**config.mk**
```make
export PLATFORM = sky130hd
export DESIGN_NAME = psa_pipe
export DESIGN_NICKNAME = d
export VERILOG_FILES = /design/src/rtl/psa_pipe.sv
export SDC_FILE = /design/constraint.sdc
export NUM_CORES = 1
export LEC_CHECK = 0
export CAP_MARGIN = 15
export CORE_MARGIN = 5
export CORE_UTILIZATION = 47
export DETAILED_ROUTE_END_ITERATION = 10
export PLACE_DENSITY = 0.86
export SLEW_MARGIN = 10
export SYNTH_ARGS = -nofsm -noshare
export SYNTH_HDL_FRONTEND = slang
export SYNTH_SLANG_ARGS = --single-unit
```
**constraint.sdc**
```tcl
create_clock -name clk -period 2.6 [get_ports clk]
set_clock_uncertainty 0.1 [all_clocks]
set_input_delay 0.39 -clock clk [delete_from_list [all_inputs] [get_ports clk]]
set_output_delay 0.39 -clock clk [all_outputs]
set_load 0.02 [all_outputs]
```
**src/rtl/psa_pipe.sv**
```systemverilog
// rtl/psa_pipe.sv - two-stage packed-SIMD lane adder with saturation flags and event counter
module psa_pipe #(
    parameter int LANE_W = 4,
    parameter int LANES  = 4,
    parameter int CNT_W  = 8
) (
    input  logic                      clk,
    input  logic                      rst_n,
    input  logic                      in_valid,
    output logic                      in_ready,
    input  logic [LANE_W*LANES-1:0]   A,
    input  logic [LANE_W*LANES-1:0]   B,
    input  logic [1:0]                op,
    output logic                      out_valid,
    input  logic                      out_ready,
    output logic [LANE_W*LANES-1:0]   Sum,
    output logic [LANES-1:0]          sat_flags,
    input  logic                      clr_cnt,
    output logic [CNT_W-1:0]          sat_count
);

    localparam int W = LANE_W * LANES;
    localparam logic [LANE_W-1:0] LANE_MAX = {1'b0, {(LANE_W-1){1'b1}}};
    localparam logic [LANE_W-1:0] LANE_MIN = {1'b1, {(LANE_W-1){1'b0}}};

    logic              s1_valid;
    logic [W-1:0]      s1_a;
    logic [W-1:0]      s1_b;
    logic [1:0]        s1_op;

    logic              s2_valid;
    logic [W-1:0]      s2_sum;
    logic [LANES-1:0]  s2_flags;
    logic [CNT_W-1:0]  cnt;

    logic              s1_load;
    logic              s2_load;
    logic              is_sat;
    logic              is_sub;
    logic [LANE_W:0]   ea;
    logic [LANE_W:0]   eb;
    logic [LANE_W:0]   r;
    logic [W-1:0]      calc_sum;
    logic [LANES-1:0]  calc_flags;

    // S2 takes S1 whenever S2 is empty or its result leaves this cycle;
    // S1 may then refill in the same cycle, so a full pipe streams without a bubble.
    assign s2_load  = s1_valid & (~s2_valid | out_ready);
    assign in_ready = ~s1_valid | s2_load;
    assign s1_load  = in_valid & in_ready;

    // op[1] selects subtract, ops 01 and 10 are the saturating ones.
    assign is_sub = s1_op[1];
    assign is_sat = s1_op[1] ^ s1_op[0];

    // Per-lane arithmetic on sign-extended operands; overflow shows as the top two bits disagreeing.
    always_comb begin
        calc_sum   = '0;
        calc_flags = '0;
        ea         = '0;
        eb         = '0;
        r          = '0;
        for (int i = 0; i < LANES; i++) begin
            ea = {s1_a[i*LANE_W+LANE_W-1], s1_a[i*LANE_W +: LANE_W]};
            eb = {s1_b[i*LANE_W+LANE_W-1], s1_b[i*LANE_W +: LANE_W]};
            r  = is_sub ? (ea - eb) : (ea + eb);
            if (is_sat && (r[LANE_W] != r[LANE_W-1])) begin
                calc_sum[i*LANE_W +: LANE_W] = r[LANE_W] ? LANE_MIN : LANE_MAX;
                calc_flags[i]                = 1'b1;
            end else begin
                calc_sum[i*LANE_W +: LANE_W] = r[LANE_W-1:0];
            end
        end
    end

    // Stage 1: capture operands and op on an input handshake, empty when S2 drains it.
    always_ff @(posedge clk) begin
        if (!rst_n) begin
            s1_valid <= 1'b0;
            s1_a     <= '0;
            s1_b     <= '0;
            s1_op    <= '0;
        end else if (s1_load) begin
            s1_valid <= 1'b1;
            s1_a     <= A;
            s1_b     <= B;
            s1_op    <= op;
        end else if (s2_load) begin
            s1_valid <= 1'b0;
        end
    end

    // Stage 2: register lane results; hold them while the consumer stalls.
    always_ff @(posedge clk) begin
        if (!rst_n) begin
            s2_valid <= 1'b0;
            s2_sum   <= '0;
            s2_flags <= '0;
        end else if (s2_load) begin
            s2_valid <= 1'b1;
            s2_sum   <= calc_sum;
            s2_flags <= calc_flags;
        end else if (out_ready) begin
            s2_valid <= 1'b0;
        end
    end

    // Count delivered results that clamped any lane; clear wins, count sticks at all-ones.
    always_ff @(posedge clk) begin
        if (!rst_n) begin
            cnt <= '0;
        end else if (clr_cnt) begin
            cnt <= '0;
        end else if (s2_valid && out_ready && (|s2_flags) && (cnt != {CNT_W{1'b1}})) begin
            cnt <= cnt + {{(CNT_W-1){1'b0}}, 1'b1};
        end
    end

    assign out_valid = s2_valid;
    assign Sum       = s2_sum;
    assign sat_flags = s2_flags;
    assign sat_count = cnt;

endmodule

```
Word level (Yosys, flattened, before mapping):

Cells that the tools add are included.

* bitwise operators: 8
* equality and inequality tests: 5
* reductions and logical operators: 11
* add/sub/neg operators: 9
* muxes and demuxes: 20

Operator list (number)
* 4-bit 2-to-1 mux: 8
* 4-bit by 4-bit adder with 5-bit output: 4
* 5-bit 2-to-1 mux: 4
* 4-bit by 4-bit subtractor with 5-bit output: 4
* 8-bit by 1-bit adder with 8-bit output, second input constant: 1
* 1-bit 2-to-1 mux: 8
* 8-bit inequality test, second input constant: 1
* 1-bit logical AND: 7
* 1-bit inequality test: 4
* 2-bit nonzero test: 2
* 4-bit OR reduction: 1
* 1-bit inverter: 3
* 1-bit bitwise AND: 2
* 1-bit OR: 2
* 2-bit OR reduction: 1
* 1-bit bitwise XOR: 1

* logic and storage cells: 61
* output and inout bits: 30
* input bits: 39
* flip-flop bits (word level): 64

Logic depth before layout (Yosys ltp):

* word-level depth: 6
* depth in mapped cells: 11
* depth with buffers taken out: 11

Worst setup path after synthesis:

No wires, ideal clock.

* path kind: register to register
* from: reg s1_op[1]
* to: reg s2_sum[10], in the netlist Sum[10]
* clock period less this slack: 2.674 ns
* slack: -0.074 ns
* stages on the path, launching flop included: 10
* arrival time: 2.433 ns
* required time: 2.360 ns
* path buffers: 2
* setup time: 0.140 ns
* cells stage by stage: dfxtp_1 > buf_4 > clkbuf_1 > mux2i_1 > fa_1 > a21o_1 > a21oi_1 > xnor2_2 > nor4_1 > a211oi_1

* longest elaborated chain between the ends: 4
* elaborated cells between the ends (all ways): 6
* classes of those cells: eq/ne (1); mux (3); bitwise (1); reduce/logical (1)

Ends and longest elaborated chain
* from (decl): RTL line 29 `logic [1:0] s1_op;`
* from (signal assigned): RTL line 87 `s1_op <= op;`
* 5-bit 2-to-1 mux: RTL line 66 `r = is_sub ? (ea - eb) : (ea + eb);`
* 1-bit inequality test: RTL line 67 `if (is_sat && (r[LANE_W] != r[LANE_W-1])) begin`
* 1-bit logical AND: RTL line 67
* 4-bit 2-to-1 mux *: RTL line 67
* to (signal assigned): RTL line 101 `s2_sum <= calc_sum;`
* to (decl): RTL line 32 `logic [W-1:0] s2_sum;`

Mark *: on every way between the ends. The rest lies on a longest branch, timed or not.
A chain may end at the register's enable or synchronous reset.

Worst setup path after layout:

* from: reg s1_b[9]
* to: reg s2_sum[9], in the netlist Sum[9]

* longest elaborated chain between the ends: 5
* elaborated cells between the ends (all ways): 7
* classes of those cells: add/sub (2); eq/ne (1); mux (3); reduce/logical (1)

Ends and longest elaborated chain
* from (decl): RTL line 28 `logic [W-1:0] s1_b;`
* from (signal assigned): RTL line 81 `s1_b <= '0;`
* from (signal assigned): RTL line 86 `s1_b <= B;`
* 4-bit by 4-bit adder with 5-bit output / 4-bit by 4-bit subtractor with 5-bit output (equally long branches): RTL line 66
* 5-bit 2-to-1 mux *: RTL line 66
* 1-bit inequality test: RTL line 67
* 1-bit logical AND: RTL line 67
* 4-bit 2-to-1 mux *: RTL line 67

Marked as above.

==> flow_metrics.env <==
export IMPL_status="finished, final reports clean"
export IMPL_cts_buffers=9
export IMPL_place_hpwl_um=6270
export IMPL_first_pass_iters=4
export IMPL_p_total_w=0.00279
export IMPL_cp_max_fo=5
export IMPL_crit_path_cell_trace="inv_1 > ha_1 > mux2i_1 > fa_2 > a21o_1 > a21oi_4 > xnor2_4 > nor4_4 > a211oi_1"
export IMPL_wl_um=8360
export IMPL_critPathCaptureType="register"
export IMPL_initial_core_util_pct=48.5
export IMPL_p_leak_nw=1.82
export IMPL_synthesis_area_um2=3520
export IMPL_yosysTopAreaCell="dfxtp_1"
export IMPL_cts_root_buffer="clkbuf_8"
export IMPL_area_growth_pct=33.6
export IMPL_dieArea_um2=9310
export IMPL_worstSkewPairLatency_ps=350
export IMPL_h_tree_depth=3
export IMPL_clkTransAtPathRegs_ps=70
export IMPL_netlist_instances=423
export IMPL_ff2ff_path_depth=9
export IMPL_ys_ff_latch=64
export IMPL_fp_dieH_um=96.5
export IMPL_gp_congestion=0.864
export IMPL_cp_start_kind="register"
export IMPL_drt_initial_drc_count=160
export IMPL_viasPerCell=5.31
export IMPL_nets=558
export IMPL_crit_arrival_ps=2610
export IMPL_tns_ps=0
export IMPL_hold_viol=0
export IMPL_r2r_slack_ps=110
export IMPL_synth_area_leaders="dfxtp_1 36%, nand2_1 8.5%, ha_1 7.5%"
export IMPL_ctsHoldBuffers=0
export IMPL_max_freq_ghz=0.401
export IMPL_routedWlPerCell_um=14.0
export IMPL_cap_violations=0
export IMPL_setup_viol=0
export IMPL_power_density_nw_per_um2=593
export IMPL_drc=0
export IMPL_max_slew_margin_pct=39.3
export IMPL_timing_rr_end="Sum[9]$_SDFFE_PN0P_"
export IMPL_placed_cells=582
export IMPL_synth_cell_types=37
export IMPL_grt_pass1_wl_um=13600
export IMPL_fin_crit_ps=2490
export IMPL_crit_cells=9
export IMPL_placed_area_um2=4340
export IMPL_syn_area_per_cell_um2=8.31
export IMPL_endpoint="Sum[9]$_SDFFE_PN0P_"
export IMPL_antenna_found_initial=0
export IMPL_track_usage_pct=18.7
export IMPL_async_reset_ff_share_pct=0
export IMPL_fin_area_um2=4700
export IMPL_yosysSeqAreaShare_pct=36.4
export IMPL_crit_type="reg -> reg"
export IMPL_crit_buf_inv=1
export IMPL_diodes=0
export IMPL_required_ps=2720
export IMPL_grt_max_degree=35
export IMPL_tritoncts="done"
export IMPL_synthFlopType="dfxtp_1"
export IMPL_min_delay_path_class="reg -> reg"
export IMPL_synth_edff_count=0
export IMPL_first_global_vias=3092
export IMPL_tightestPinTransition_ps=911
export IMPL_r2r_start="s1_b[9]$_SDFFE_PN0P_"
export IMPL_chipWidth_um=96.5
export IMPL_port_buffers=68
export IMPL_drive_gt1_share_pct=10.8
export IMPL_drv_slew=0
export IMPL_synth_nets=487
export IMPL_cts_sinks=64
export IMPL_rows=31
export IMPL_final_antenna_net_count=0
export IMPL_ir_drop_uv=277
export IMPL_route_vias_total=3176
export IMPL_io_pins=69
export IMPL_crit_slowest_cell="fa_2"
export IMPL_fillers=594
export IMPL_gr_total_overflow=0
export IMPL_netlist_area_leader_share_pct=36.4
export IMPL_clk_path_buf_depth=2
export IMPL_cp_startpoint="s1_b[9]$_SDFFE_PN0P_"
export IMPL_finalCritPeriodShare_pct=95.8
export IMPL_critPathMaxStageDelay_ps=410
export IMPL_cp_top_family="adder cells"
export IMPL_stdcell_count=598
export IMPL_ys_warn_count=0
export IMPL_fp_coreArea_um2=7250
-- routing by layer --
layer	global-route usage [%]	wire, um	vias up
li1	-	-	1582
met1	22.1	3670	1482
met2	31.6	4040	91
met3	4.03	389	21
met4	10.0	270	0
met5	0	0	-
-- placed cells by master, fill, tap and decap left out, types with 18 or more instances in the layout --
cell / count
clkdlybuf4s50_1: 68
a21oi_1: 18
a21boi_0: 34
dfxtp_1: 62
xnor2_1: 18
nor2_1: 21
inv_1: 19
nand2_1: 80
o21ai_0: 18
ha_1: 21
-- worst reg2reg max path: stages, from the launching register on --
cell      delay (ps)
dfxtp_1          380
inv_1             60
ha_1             270
mux2i_1          120
fa_2             410
a21o_1           200
a21oi_4          210
xnor2_4          140
nor4_4           380
a211oi_1         100
-- cell families after synthesis --
| logic type | count (synthesis) | share of synthesized area [%] |
|---|---|---|
| simple gates | 156 | 20.2 |
| compound gates | 99 | 18.6 |
| flops | 64 | 36.4 |
| buf+inv | 40 | 4.38 |
| xor+xnor | 31 | 8.36 |
| fa+ha+maj | 25 | 9.75 |
| mux | 8 | 2.31 |
-- per-stage QoR --
| step | hold slack (ps) | utilization (%) | setup WS, ps |
|---|---|---|---|
| floorplan | 343 | - | 97.3 |
| global placement | 355 | 59.8 | 116 |
| detailed placement | 358 | 59.8 | -16.7 |
| CTS | 366 | 62.7 | 46.9 |
| global route | 397 | 64.8 | -39.1 |
| finish | 365 | 64.8 | 109 |
-- Yosys cell counts, types with 2 or more instances --
| cell | number |
|---|---|
| nand2_1 | 80 |
| dfxtp_1 | 64 |
| a21boi_0 | 34 |
| a21oi_1 | 22 |
| ha_1 | 21 |
| nor2_1 | 21 |
| clkbuf_1 | 19 |
| inv_1 | 19 |
| xnor2_1 | 19 |
| o21ai_0 | 18 |
| nand3_1 | 13 |
| a211oi_1 | 9 |
| xor2_1 | 9 |
| mux2i_1 | 7 |
| nand2b_1 | 6 |
| and2_1 | 5 |
| nor3_1 | 5 |
| or3_1 | 5 |
| a21o_1 | 4 |
| fa_1 | 4 |
| nand3b_1 | 4 |
| nand4_1 | 4 |
| nor2b_1 | 4 |
| nor4_1 | 4 |
| a311o_1 | 3 |
| a31oi_1 | 3 |
| o211a_1 | 3 |
| xnor2_2 | 3 |
| and3_1 | 2 |
| or2_2 | 2 |
-- flip-flops by register name, summed over array words and instances (netlist names) --
signal / cells
s1_b: 16
s1_op: 2
sat_flags: 4
s1_valid: 1
Sum: 16
s1_a: 16
sat_count: 8
out_valid: 1
-- report_power, final --
| part | leakage, nW | switching [W] | total [W] | internal, W |
|---|---|---|---|---|
| Sequential | 0.526 | 0.0000504 | 0.00109 | 0.00104 |
| Clock | 0.103 | 0.000370 | 0.000863 | 0.000493 |
| Combinational | 1.19 | 0.000455 | 0.000834 | 0.000379 |
| Total | 1.82 | 0.000876 | 0.00279 | 0.00191 |
-- worst min path at each step --
stage                                    start              endpoint  slack [ps]  depth (start not counted)
after CTS                 s1_a[0]$_SDFFE_PN0P_  s1_a[0]$_SDFFE_PN0P_         370                          2
final                     s1_a[0]$_SDFFE_PN0P_  s1_a[0]$_SDFFE_PN0P_         370                          2
after global placement    s1_a[8]$_SDFFE_PN0P_  s1_a[8]$_SDFFE_PN0P_         360                          2
after detailed placement  s1_a[0]$_SDFFE_PN0P_  s1_a[0]$_SDFFE_PN0P_         360                          2
after floorplan           s1_a[0]$_SDFFE_PN0P_  s1_a[0]$_SDFFE_PN0P_         340                          2
after global routing      s1_a[8]$_SDFFE_PN0P_  s1_a[8]$_SDFFE_PN0P_         400                          2
-- layout make-up --
cell class                 instances  area, um2  share of cell area, %
inverter                          19       71.3                   1.52
multi-input combinational        319       2240                   47.7
clock inverter                     3       40.0                  0.852
clock buffer                      13        159                   3.38
sequential                        64       1280                   27.3
tap                               99        124                   2.64
timing repair buffer              81        778                   16.6
-- repair_timing --
action	CTS	global route
endpoints found under the setup margin	4	11
cloned	0	0
gates resized for setup	2	25
buffers inserted	0	0
pin swaps	0	3
(Power assumes the default switching activity.)
